--- config.mk ---
export PLATFORM = sky130hd
export DESIGN_NAME = sequential_code_lock
export DESIGN_NICKNAME = d
export VERILOG_FILES = /design/src/rtl/lock_pkg.sv /design/src/rtl/lock_timer.sv /design/src/rtl/sequential_code_lock.sv
export SDC_FILE = /design/constraint.sdc
export NUM_CORES = 1
export LEC_CHECK = 0
export ABC_AREA = 0
export BUFFER_PORTS_ARGS = -buffer_cell sky130_fd_sc_hd__buf_2
export CORE_MARGIN = 2
export CORE_UTILIZATION = 35
export CTS_CLUSTER_DIAMETER = 30
export DETAILED_ROUTE_END_ITERATION = 12
export PLACE_DENSITY_LB_ADDON = 0.05
export SKIP_LAST_GASP = 1
export SYNTH_ARGS = -nofsm -noshare
export SYNTH_HDL_FRONTEND = slang
export SYNTH_SLANG_ARGS = --single-unit
--- constraint.sdc ---
create_clock -name clk -period 3.4 [get_ports clk]
set_input_delay 0.68 -clock clk [delete_from_list [all_inputs] [get_ports clk]]
set_output_delay 0.68 -clock clk [all_outputs]
set_load 0.05 [all_outputs]
--- src/rtl/lock_pkg.sv ---
// Shared types, default parameters and digit-extraction helper for the
// sequential code lock.
package lock_pkg;

  typedef enum logic [1:0] {
    ST_ENTRY   = 2'd0,
    ST_OPEN    = 2'd1,
    ST_LOCKOUT = 2'd2
  } lock_state_e;

  localparam int          DEF_DIGIT_W        = 4;
  localparam int          DEF_CODE_LEN       = 4;
  localparam int          DEF_MAX_TRIES      = 3;
  localparam int          DEF_UNLOCK_CYCLES  = 8;
  localparam int          DEF_LOCKOUT_CYCLES = 16;
  localparam logic [15:0] DEF_RESET_CODE     = 16'h1234;

  // Widest code the helper accepts; callers zero-extend into this width.
  localparam int MAX_CODE_W = 256;

  // Digit k of a packed code, where digit 0 sits in the most significant bits.
  function automatic logic [31:0] code_digit(input logic [MAX_CODE_W-1:0] code,
                                             input int code_len,
                                             input int digit_w,
                                             input int k);
    logic [MAX_CODE_W-1:0] mask;
    mask = (MAX_CODE_W'(1) << digit_w) - MAX_CODE_W'(1);
    return 32'((code >> ((code_len - 1 - k) * digit_w)) & mask);
  endfunction

endpackage

--- src/rtl/lock_timer.sv ---
// Loadable down-counter shared by the open window and the lockout period;
// done marks the final cycle (count of 1). It stops at zero rather than wrapping.
module lock_timer #(
  parameter int W = 5
) (
  input  logic         clk,
  input  logic         rst,
  input  logic         i_load,
  input  logic [W-1:0] i_load_val,
  output logic         o_done
);

  logic [W-1:0] r_cnt;

  always_ff @(posedge clk) begin
    if (rst) begin
      r_cnt <= '0;
    end else if (i_load) begin
      r_cnt <= i_load_val;
    end else if (r_cnt != '0) begin
      r_cnt <= r_cnt - W'(1);
    end
  end

  assign o_done = (r_cnt == W'(1));

endmodule

--- src/rtl/sequential_code_lock.sv ---
// Multi-digit code lock: per-digit comparison, timed open window, failed-attempt
// counting and timed lockout with alarm. All outputs come straight from registers.
module sequential_code_lock
  import lock_pkg::*;
#(
  parameter int DIGIT_W        = DEF_DIGIT_W,
  parameter int CODE_LEN       = DEF_CODE_LEN,
  parameter int MAX_TRIES      = DEF_MAX_TRIES,
  parameter int UNLOCK_CYCLES  = DEF_UNLOCK_CYCLES,
  parameter int LOCKOUT_CYCLES = DEF_LOCKOUT_CYCLES,
  parameter logic [CODE_LEN*DIGIT_W-1:0] RESET_CODE = DEF_RESET_CODE
) (
  input  logic                             clk,
  input  logic                             rst,
  input  logic                             digit_valid,
  input  logic [DIGIT_W-1:0]               digit,
  input  logic                             entry_clr,
  input  logic                             code_load,
  input  logic [CODE_LEN*DIGIT_W-1:0]      code_in,
  output logic                             unlocked,
  output logic                             alarm,
  output logic                             attempt_fail,
  output logic [$clog2(MAX_TRIES+1)-1:0]   tries_left
);

  localparam int CODE_W  = CODE_LEN * DIGIT_W;
  localparam int IDX_W   = (CODE_LEN > 1) ? $clog2(CODE_LEN) : 1;
  localparam int FAIL_W  = $clog2(MAX_TRIES + 1);
  localparam int TMR_MAX = (UNLOCK_CYCLES > LOCKOUT_CYCLES) ? UNLOCK_CYCLES : LOCKOUT_CYCLES;
  localparam int TMR_W   = $clog2(TMR_MAX + 1);

  localparam logic [IDX_W-1:0]  LAST_IDX  = IDX_W'(CODE_LEN - 1);
  localparam logic [FAIL_W-1:0] FAIL_MAX  = FAIL_W'(MAX_TRIES);

  lock_state_e        r_state, w_state_next;
  logic [IDX_W-1:0]   r_idx, w_idx_next;
  logic               r_err, w_err_next;
  logic [FAIL_W-1:0]  r_fail_cnt, w_fail_next;
  logic [CODE_W-1:0]  r_code, w_code_next;
  logic               r_unlocked, r_alarm, r_attempt_fail, w_attempt_fail_next;
  logic [FAIL_W-1:0]  r_tries_left;

  logic               w_tmr_load, w_tmr_done;
  logic [TMR_W-1:0]   w_tmr_val;
  logic [DIGIT_W-1:0] w_expected;
  logic               w_err_now;

  assign w_expected = DIGIT_W'(code_digit(MAX_CODE_W'(r_code), CODE_LEN, DIGIT_W, int'(r_idx)));
  assign w_err_now  = r_err | (digit != w_expected);

  lock_timer #(.W(TMR_W)) u_timer (
    .clk        (clk),
    .rst        (rst),
    .i_load     (w_tmr_load),
    .i_load_val (w_tmr_val),
    .o_done     (w_tmr_done)
  );

  always_comb begin
    w_state_next        = r_state;
    w_idx_next          = r_idx;
    w_err_next          = r_err;
    w_fail_next         = r_fail_cnt;
    w_code_next         = r_code;
    w_attempt_fail_next = 1'b0;
    w_tmr_load          = 1'b0;
    w_tmr_val           = '0;
    unique case (r_state)
      ST_ENTRY: begin
        if (entry_clr) begin
          w_idx_next = '0;
          w_err_next = 1'b0;
        end else if (digit_valid) begin
          if (r_idx == LAST_IDX) begin
            w_idx_next = '0;
            w_err_next = 1'b0;
            if (!w_err_now) begin
              w_state_next = ST_OPEN;
              w_fail_next  = '0;
              w_tmr_load   = 1'b1;
              w_tmr_val    = TMR_W'(UNLOCK_CYCLES);
            end else begin
              w_attempt_fail_next = 1'b1;
              // fail_cnt is always below MAX_TRIES while in ENTRY, so this saturates at MAX_TRIES
              w_fail_next = r_fail_cnt + FAIL_W'(1);
              if (w_fail_next == FAIL_MAX) begin
                w_state_next = ST_LOCKOUT;
                w_tmr_load   = 1'b1;
                w_tmr_val    = TMR_W'(LOCKOUT_CYCLES);
              end
            end
          end else begin
            w_idx_next = r_idx + IDX_W'(1);
            w_err_next = w_err_now;
          end
        end
      end
      ST_OPEN: begin
        if (code_load) begin
          w_code_next  = code_in;
          w_state_next = ST_ENTRY;
        end else if (w_tmr_done) begin
          w_state_next = ST_ENTRY;
        end
      end
      ST_LOCKOUT: begin
        if (w_tmr_done) begin
          w_state_next = ST_ENTRY;
          w_fail_next  = '0;
        end
      end
      default: w_state_next = ST_ENTRY;
    endcase
  end

  always_ff @(posedge clk) begin
    if (rst) begin
      r_state        <= ST_ENTRY;
      r_idx          <= '0;
      r_err          <= 1'b0;
      r_fail_cnt     <= '0;
      r_code         <= RESET_CODE;
      r_unlocked     <= 1'b0;
      r_alarm        <= 1'b0;
      r_attempt_fail <= 1'b0;
      r_tries_left   <= FAIL_MAX;
    end else begin
      r_state        <= w_state_next;
      r_idx          <= w_idx_next;
      r_err          <= w_err_next;
      r_fail_cnt     <= w_fail_next;
      r_code         <= w_code_next;
      r_unlocked     <= (w_state_next == ST_OPEN);
      r_alarm        <= (w_state_next == ST_LOCKOUT);
      r_attempt_fail <= w_attempt_fail_next;
      r_tries_left   <= FAIL_MAX - w_fail_next;
    end
  end

  assign unlocked     = r_unlocked;
  assign alarm        = r_alarm;
  assign attempt_fail = r_attempt_fail;
  assign tries_left   = r_tries_left;

endmodule

==> After elaboration in Yosys (flattened, before gate mapping) <==
Cells that the tools add are included.
{ "totals": {"elab_cells": 70, "inputBits": 25, "register_bits": 33} }
{ "classes": {"n_reduce_logical": 7, "n_mux": 35, "n_shift": 1, "n_addsub": 5, "bitwise_logic": 4, "eq_ne": 8} }
{ "op_table": {"columns": ["operator", "n"], "rows": [
  ["$mux 5", 8],
  ["$shr 16x32->4", 1],
  ["$mux 2", 15],
  ["$mux 1", 10],
  ["$eq 2x2->1 const B", 4],
  ["$pmux 2 s3", 1],
  ["$eq 5x1->1 const B", 1],
  ["$reduce_bool 5->1", 1],
  ["$reduce_or 5->1", 1],
  ["$sub 5x1->5 const B", 1],
  ["$add 2x1->2 const B", 2],
  ["$eq 2x1->1 const B", 2],
  ["$ne 4x4->1", 1],
  ["$pmux 2 s2", 1],
  ["$reduce_and 2->1", 2],
  ["$reduce_bool 2->1", 2],
  ["$not 1->1", 3],
  ["$sub 2x2->3 const A", 1],
  ["$logic_not 2->1", 1],
  ["$sub 2x2->2 const A", 1],
  ["$or 1x1->1", 1]
]} }

==> Logic depth before layout (Yosys ltp) <==
{ "logic_depth": {"depth_word": 10, "mapped_depth": 6, "mapped_depth_nobuf": 6} }

==> Cells and area by module <==
A second synthesis with hierarchy kept.
{ "unflattened": {"cells_unflattened": 183, "hier_area_um2": 1619.1} }
{ "by_module_without_submodules": {"columns": ["module", "instances", "area_per_inst_um2", "cells_per_inst", "seq_area_each_um2"], "rows": [
  ["sequential_code_lock", 1, 1310.0, 148, 560.5],
  ["lock_timer", 1, 309.0, 35, 100.1]
]} }

==> Worst setup path before layout <==
No wires, ideal clock.
{ "synth_path": {"path_type": "register to register", "start": "register r_idx[0]", "end": "register r_alarm, in the netlist alarm", "t_arrival_ps": 1820, "path_slack_ps": 1426, "path_buffers": 2, "t_required_ps": 3246, "path_stages_with_launch": 7, "cell_sequence": "dfxtp_1 -> buf_6 -> mux4_2 -> xor2_1 -> a2111oi_4 -> buf_6 -> o22ai_1"} }
{ "synth_between": {"elab_chain_cells": 10} }
{ "synth_lines": {"columns": ["item", "line", "rtl"], "rows": [
  ["start: declaration", "sequential_code_lock.sv:36", "logic [IDX_W-1:0] r_idx, w_idx_next;"],
  ["start signal: assignment", "sequential_code_lock.sv:129", "r_idx <= w_idx_next;"],
  ["$sub 2x2->3", "lock_pkg.sv:28", "return 32'((code >> ((code_len - 1 - k) * digit_w)) & mask);"],
  ["$shr 16x32->4", "lock_pkg.sv:28", null],
  ["$ne 4x4->1", "sequential_code_lock.sv:49", "assign w_err_now = r_err | (digit != w_expected);"],
  ["$or 1x1->1", "sequential_code_lock.sv:49", null],
  ["$mux 2", "sequential_code_lock.sv:77", "if (!w_err_now) begin"],
  ["$mux 2 *", "sequential_code_lock.sv:74", "if (r_idx == LAST_IDX) begin"],
  ["$mux 2 *", "sequential_code_lock.sv:73", "end else if (digit_valid) begin"],
  ["$mux 2 *", "sequential_code_lock.sv:70", "if (entry_clr) begin"],
  ["$pmux 2 s3 *", "sequential_code_lock.sv:68", "unique case (r_state)"],
  ["$eq 2x2->1 *", "sequential_code_lock.sv:134", "r_alarm <= (w_state_next == ST_LOCKOUT);"],
  ["end signal: assignment", "sequential_code_lock.sv:134", null],
  ["end: declaration", "sequential_code_lock.sv:40", "logic r_unlocked, r_alarm, r_attempt_fail, w_attempt_fail_next;"]
]} }
Mark *: on every way between the ends. The rest lies on a longest branch, timed or not.
A chain may end at the register's enable or synchronous reset.

==> Final worst setup path <==
{ "layout_path": {"start": "register r_idx[0]", "end": "register u_timer.r_cnt[4]"} }
{ "layout_between": {"elab_chain_cells": 10} }
{ "layout_lines": {"columns": ["item", "line", "rtl"], "rows": [
  ["$sub 2x2->3", "lock_pkg.sv:28", null],
  ["$shr 16x32->4", "lock_pkg.sv:28", null],
  ["$ne 4x4->1", "sequential_code_lock.sv:49", null],
  ["$or 1x1->1", "sequential_code_lock.sv:49", null],
  ["$mux 5 or $mux 1 (tied branches)", "sequential_code_lock.sv:77", null],
  ["$mux 5 or $mux 1 (tied branches)", "sequential_code_lock.sv:74", null],
  ["$mux 5 or $mux 1 (tied branches)", "sequential_code_lock.sv:73", null],
  ["$mux 5 or $mux 1 (tied branches)", "sequential_code_lock.sv:70", null],
  ["$mux 5 or $mux 1 (tied branches)", "sequential_code_lock.sv:68", null],
  ["$mux 5 or $reduce_bool 2->1 (tied branches)", null, null],
  ["end signal: assignment", "lock_timer.sv:19", "r_cnt <= i_load_val;"],
  ["end signal: assignment", "lock_timer.sv:21", "r_cnt <= r_cnt - W'(1);"],
  ["end: declaration", "lock_timer.sv:13", "logic [W-1:0] r_cnt;"]
]} }
Parallel ways exist; a longest one is shown, timed or not.

==> impl_metrics.py <==
metrics = {
    "setup_path": {
        "critPathMaxStageDelay_ns": 0.80,
        "crit_path_start_kind": "register",
        "crit_type": "register to register",
        "worstSetupEndpointType": "register",
        "cp_max_fo": 15,
        "cp_cell_sequence": "mux4_2 -> xor2_1 -> a2111oi_4 -> a221oi_1",
        "crit_family": "compound AO/OA/AOI/OAI gates",
        "cp_data_required_time_ns": 3.52,
        "path_buf_inv": 0,
        "slowest_stage": "a2111oi_4",
        "worst_ep_arrival_time_ns": 2.59,
        "rrSetupSlack_ns": 0.93,
    },
    "die": {
        "die_h_um": 71.2,
        "die_area_um2": 5070,
        "core_um2": 4350,
        "die_w_um": 71.2,
        "rows": 24,
        "pin_count": 30,
        "start_util_pct": 36.3,
    },
    "synthesis": {
        "synthXorXnorAreaFrac_pct": 2.22,
        "yosys.cell_types.count": 40,
        "mappedNetlistArea_um2": 1580,
        "syn_nets": 207,
        "yosysWarnings": 0,
        "synthFlopType": "dfxtp_1",
        "synth.avg_cell_area_um2": 8.93,
        "ys_async_sr_fraction_pct": 0,
        "synth_top_family_by_area": "simple AND/OR/NAND/NOR gates",
        "synth_compound_area_share_pct": 16.1,
        "synthSimpleGateAreaFrac_pct": 23.0,
        "synth_fa_ha_area_share_pct": 3.96,
        "synth_mux_area_share_pct": 8.16,
        "seq_area_frac_synth_pct": 41.8,
        "synth-edff-count": 0,
        "syn_inst": 177,
        "synth_seq_cells": 33,
    },
    "run": {
        "max-cap-violations": 0,
    },
    "timing": {
        "period_share_pct": 72.7,
        "setup_ws_ns": 0.929,
        "slew_headroom_pct": 37.8,
        "clock_skew_ns": 0.00896,
        "worst_pin_slew_ns": 0.920,
        "layout_min_cycle_time_ns": 2.47,
        "fmax_ghz": 0.405,
        "finalMaxSlewViolations": 0,
        "setup_tns_ns": 0,
        "rsz0062_at_grt": "false",
        "finalSetupViolations": 0,
        "finalHoldViolCount": 0,
    },
    "routing": {
        "drt_iter0_markers": 22,
        "route.detailed.drc": 0,
        "viasPerCell": 5.25,
        "post_drt_wl_per_cell_um": 13.4,
        "via_count": 1345,
        "dr.pass1.iters": 4,
        "final_antenna_net_count": 0,
        "routed_wl_um": 3440,
    },
    "clocking": {
        "cts_tree": "yes",
        "cts_made_buffers": 5,
        "cts.path.max_buffers": 2,
        "clock_latency_ns": 0.28,
        "clk_pin_slew_ns": 0.07,
        "cts_setup_buffers": 0,
        "post_cts_resized": 0,
        "cts.sinks": 33,
        "h-tree-depth": 2,
        "clock-root-buffer": "clkbuf_8",
        "ctsHoldBuffers": 0,
    },
    "placement": {
        "place_hpwl_um": 2490,
        "dpl_cell_area_um2": 1740,
        "port_buffers": 29,
        "dp_slack_ns": 0.911,
        "gp_congestion": 0.722,
    },
    "cells_and_area": {
        "diodes": 0,
        "final_nets": 233,
        "seq_area_um2": 661,
        "syn2layout_area_growth_pct": 15.2,
        "drive_above_1_share_pct": 21.1,
        "nFillCells": 443,
        "final_area_um2": 1820,
        "multi_input_area_um2": 845,
    },
    "power": {
        "leakagePower_nw": 0.718,
        "ir_drop_mv": 0.213,
        "p_per_area_nw_per_um2": 543,
    },
    "grt": {
        "antenna_found_initial": 0,
        "grt_use_total_pct": 14.3,
        "first_global_vias": 1254,
        "grt_pass1_wl_um": 5730,
        "grt_overflow": 0,
        "grt_max_degree": 22,
    },
    "outcome": {
        "outcome": "finished clean",
    },
    "hold_path": {
        "hold_class": "register to register",
    },
}
[through the flow]
stage	cells	power, W	hold WS [ns]	utilization [%]
2_1_floorplan	177	0.000659	0.433	-
3_3_place_gp	248	0.000711	0.450	39.9
3_5_place_dp	248	0.000719	0.447	39.9
4_1_cts	256	0.00100	0.457	41.8
5_1_grt	256	0.00105	0.487	41.8
6_report	256	0.000988	0.454	41.8
[power breakdown]
group	internal (W)	total, W	switching [W]
clock	0.000142	0.000280	0.000138
sequential	0.000421	0.000458	0.0000372
combinational	0.000124	0.000251	0.000127
[worst register-to-register path, delay by kind of cell (launching register included)]
kind           cells  cell delay [ns]
multiplexers       1             0.56
XOR/XNOR           1             0.19
AO/OA/AOI/OAI      2             1.01
flip-flops         1             0.56
[worst paths after layout]
check,startpoint,end,cells after the start
worst max register to register,r_idx[0],u_timer.r_cnt[4],4
worst min-delay path,r_code[7],r_code[7],2
worst min register to register,r_code[7],r_code[7],2
worst max-delay path,r_idx[0],u_timer.r_cnt[4],4
[cell families (layout without fill, tap and decap cells)]
kind of cell             Yosys count  count (layout)
AO/OA/AOI/OAI                     36              36
XOR/XNOR                           4               4
adder cells (fa/ha/maj)            5               5
buffers and inverters             16              43
flip-flops                        33              33
multiplexers                       9               9
AND/OR/NAND/NOR                   74              74
[cell usage in the layout (no fill, tap or decap), types with 2 or more instances in the layout]
cell type and instances:
ha_1 5, inv_1 5, nand2_1 39, nor4b_1 3
nor2_1 8, o2bb2ai_1 2, clkinv_2 2, o21ai_0 3
nand3b_1 2, or4b_2 2, xor2_1 3, mux4_2 3
dfxtp_1 33, clkbuf_8 5, mux2i_1 5, and3b_1 2
buf_2 29, nor3b_1 5, nand3_1 7, o22ai_1 3
nor3_1 2, a21oi_1 16
[metal layers]
layer	GRT usage, %	vias to the layer above	part of all wire [%]	wire length [um]
met4	4.40	0	0.79	27
met1	17.7	644	48	1640
met5	0	-	0	0
met2	23.7	20	48	1660
li1	-	677	-	-
met3	4.42	4	3.4	118
[cells in the mapped netlist (all sizes together), types with 2 or more instances]
cell	instances	area (um2)
a21oi	16	80.1
and3b	2	17.5
buf	2	22.5
clkbuf	8	30.0
dfxtp	33	661
ha	5	62.6
inv	5	18.8
mux2i	5	50.1
mux4	3	67.6
nand2	39	146
nand3	7	35.0
nand3b	2	15.0
nor2	8	30.0
nor3	2	10.0
nor3b	5	37.5
nor4b	3	26.3
o21ai	4	20.0
o22ai	3	18.8
o2bb2ai	2	17.5
or4b	2	20.0
xor2	3	26.3
[registers in the layout, indices dropped and copies added, names as in the netlist, named ones only]
| register | count |
|---|---|
| alarm | 1 |
| attempt_fail | 1 |
| r_code | 16 |
| r_err | 1 |
| r_idx | 2 |
| r_state | 2 |
| tries_left | 2 |
| u_timer.r_cnt | 5 |
| unlocked | 1 |
[cell type report]
| class | instances | area share, % |
|---|---|---|
| inverters | 6 | 1.24 |
| clock buffers | 6 | 3.99 |
| clock inverters | 2 | 0.550 |
| repair buffers | 29 | 7.97 |
| flip-flops and latches | 33 | 36.3 |
| well taps | 52 | 3.57 |
| multi-input cells | 128 | 46.4 |
Power figures use the tool's default switching activity.
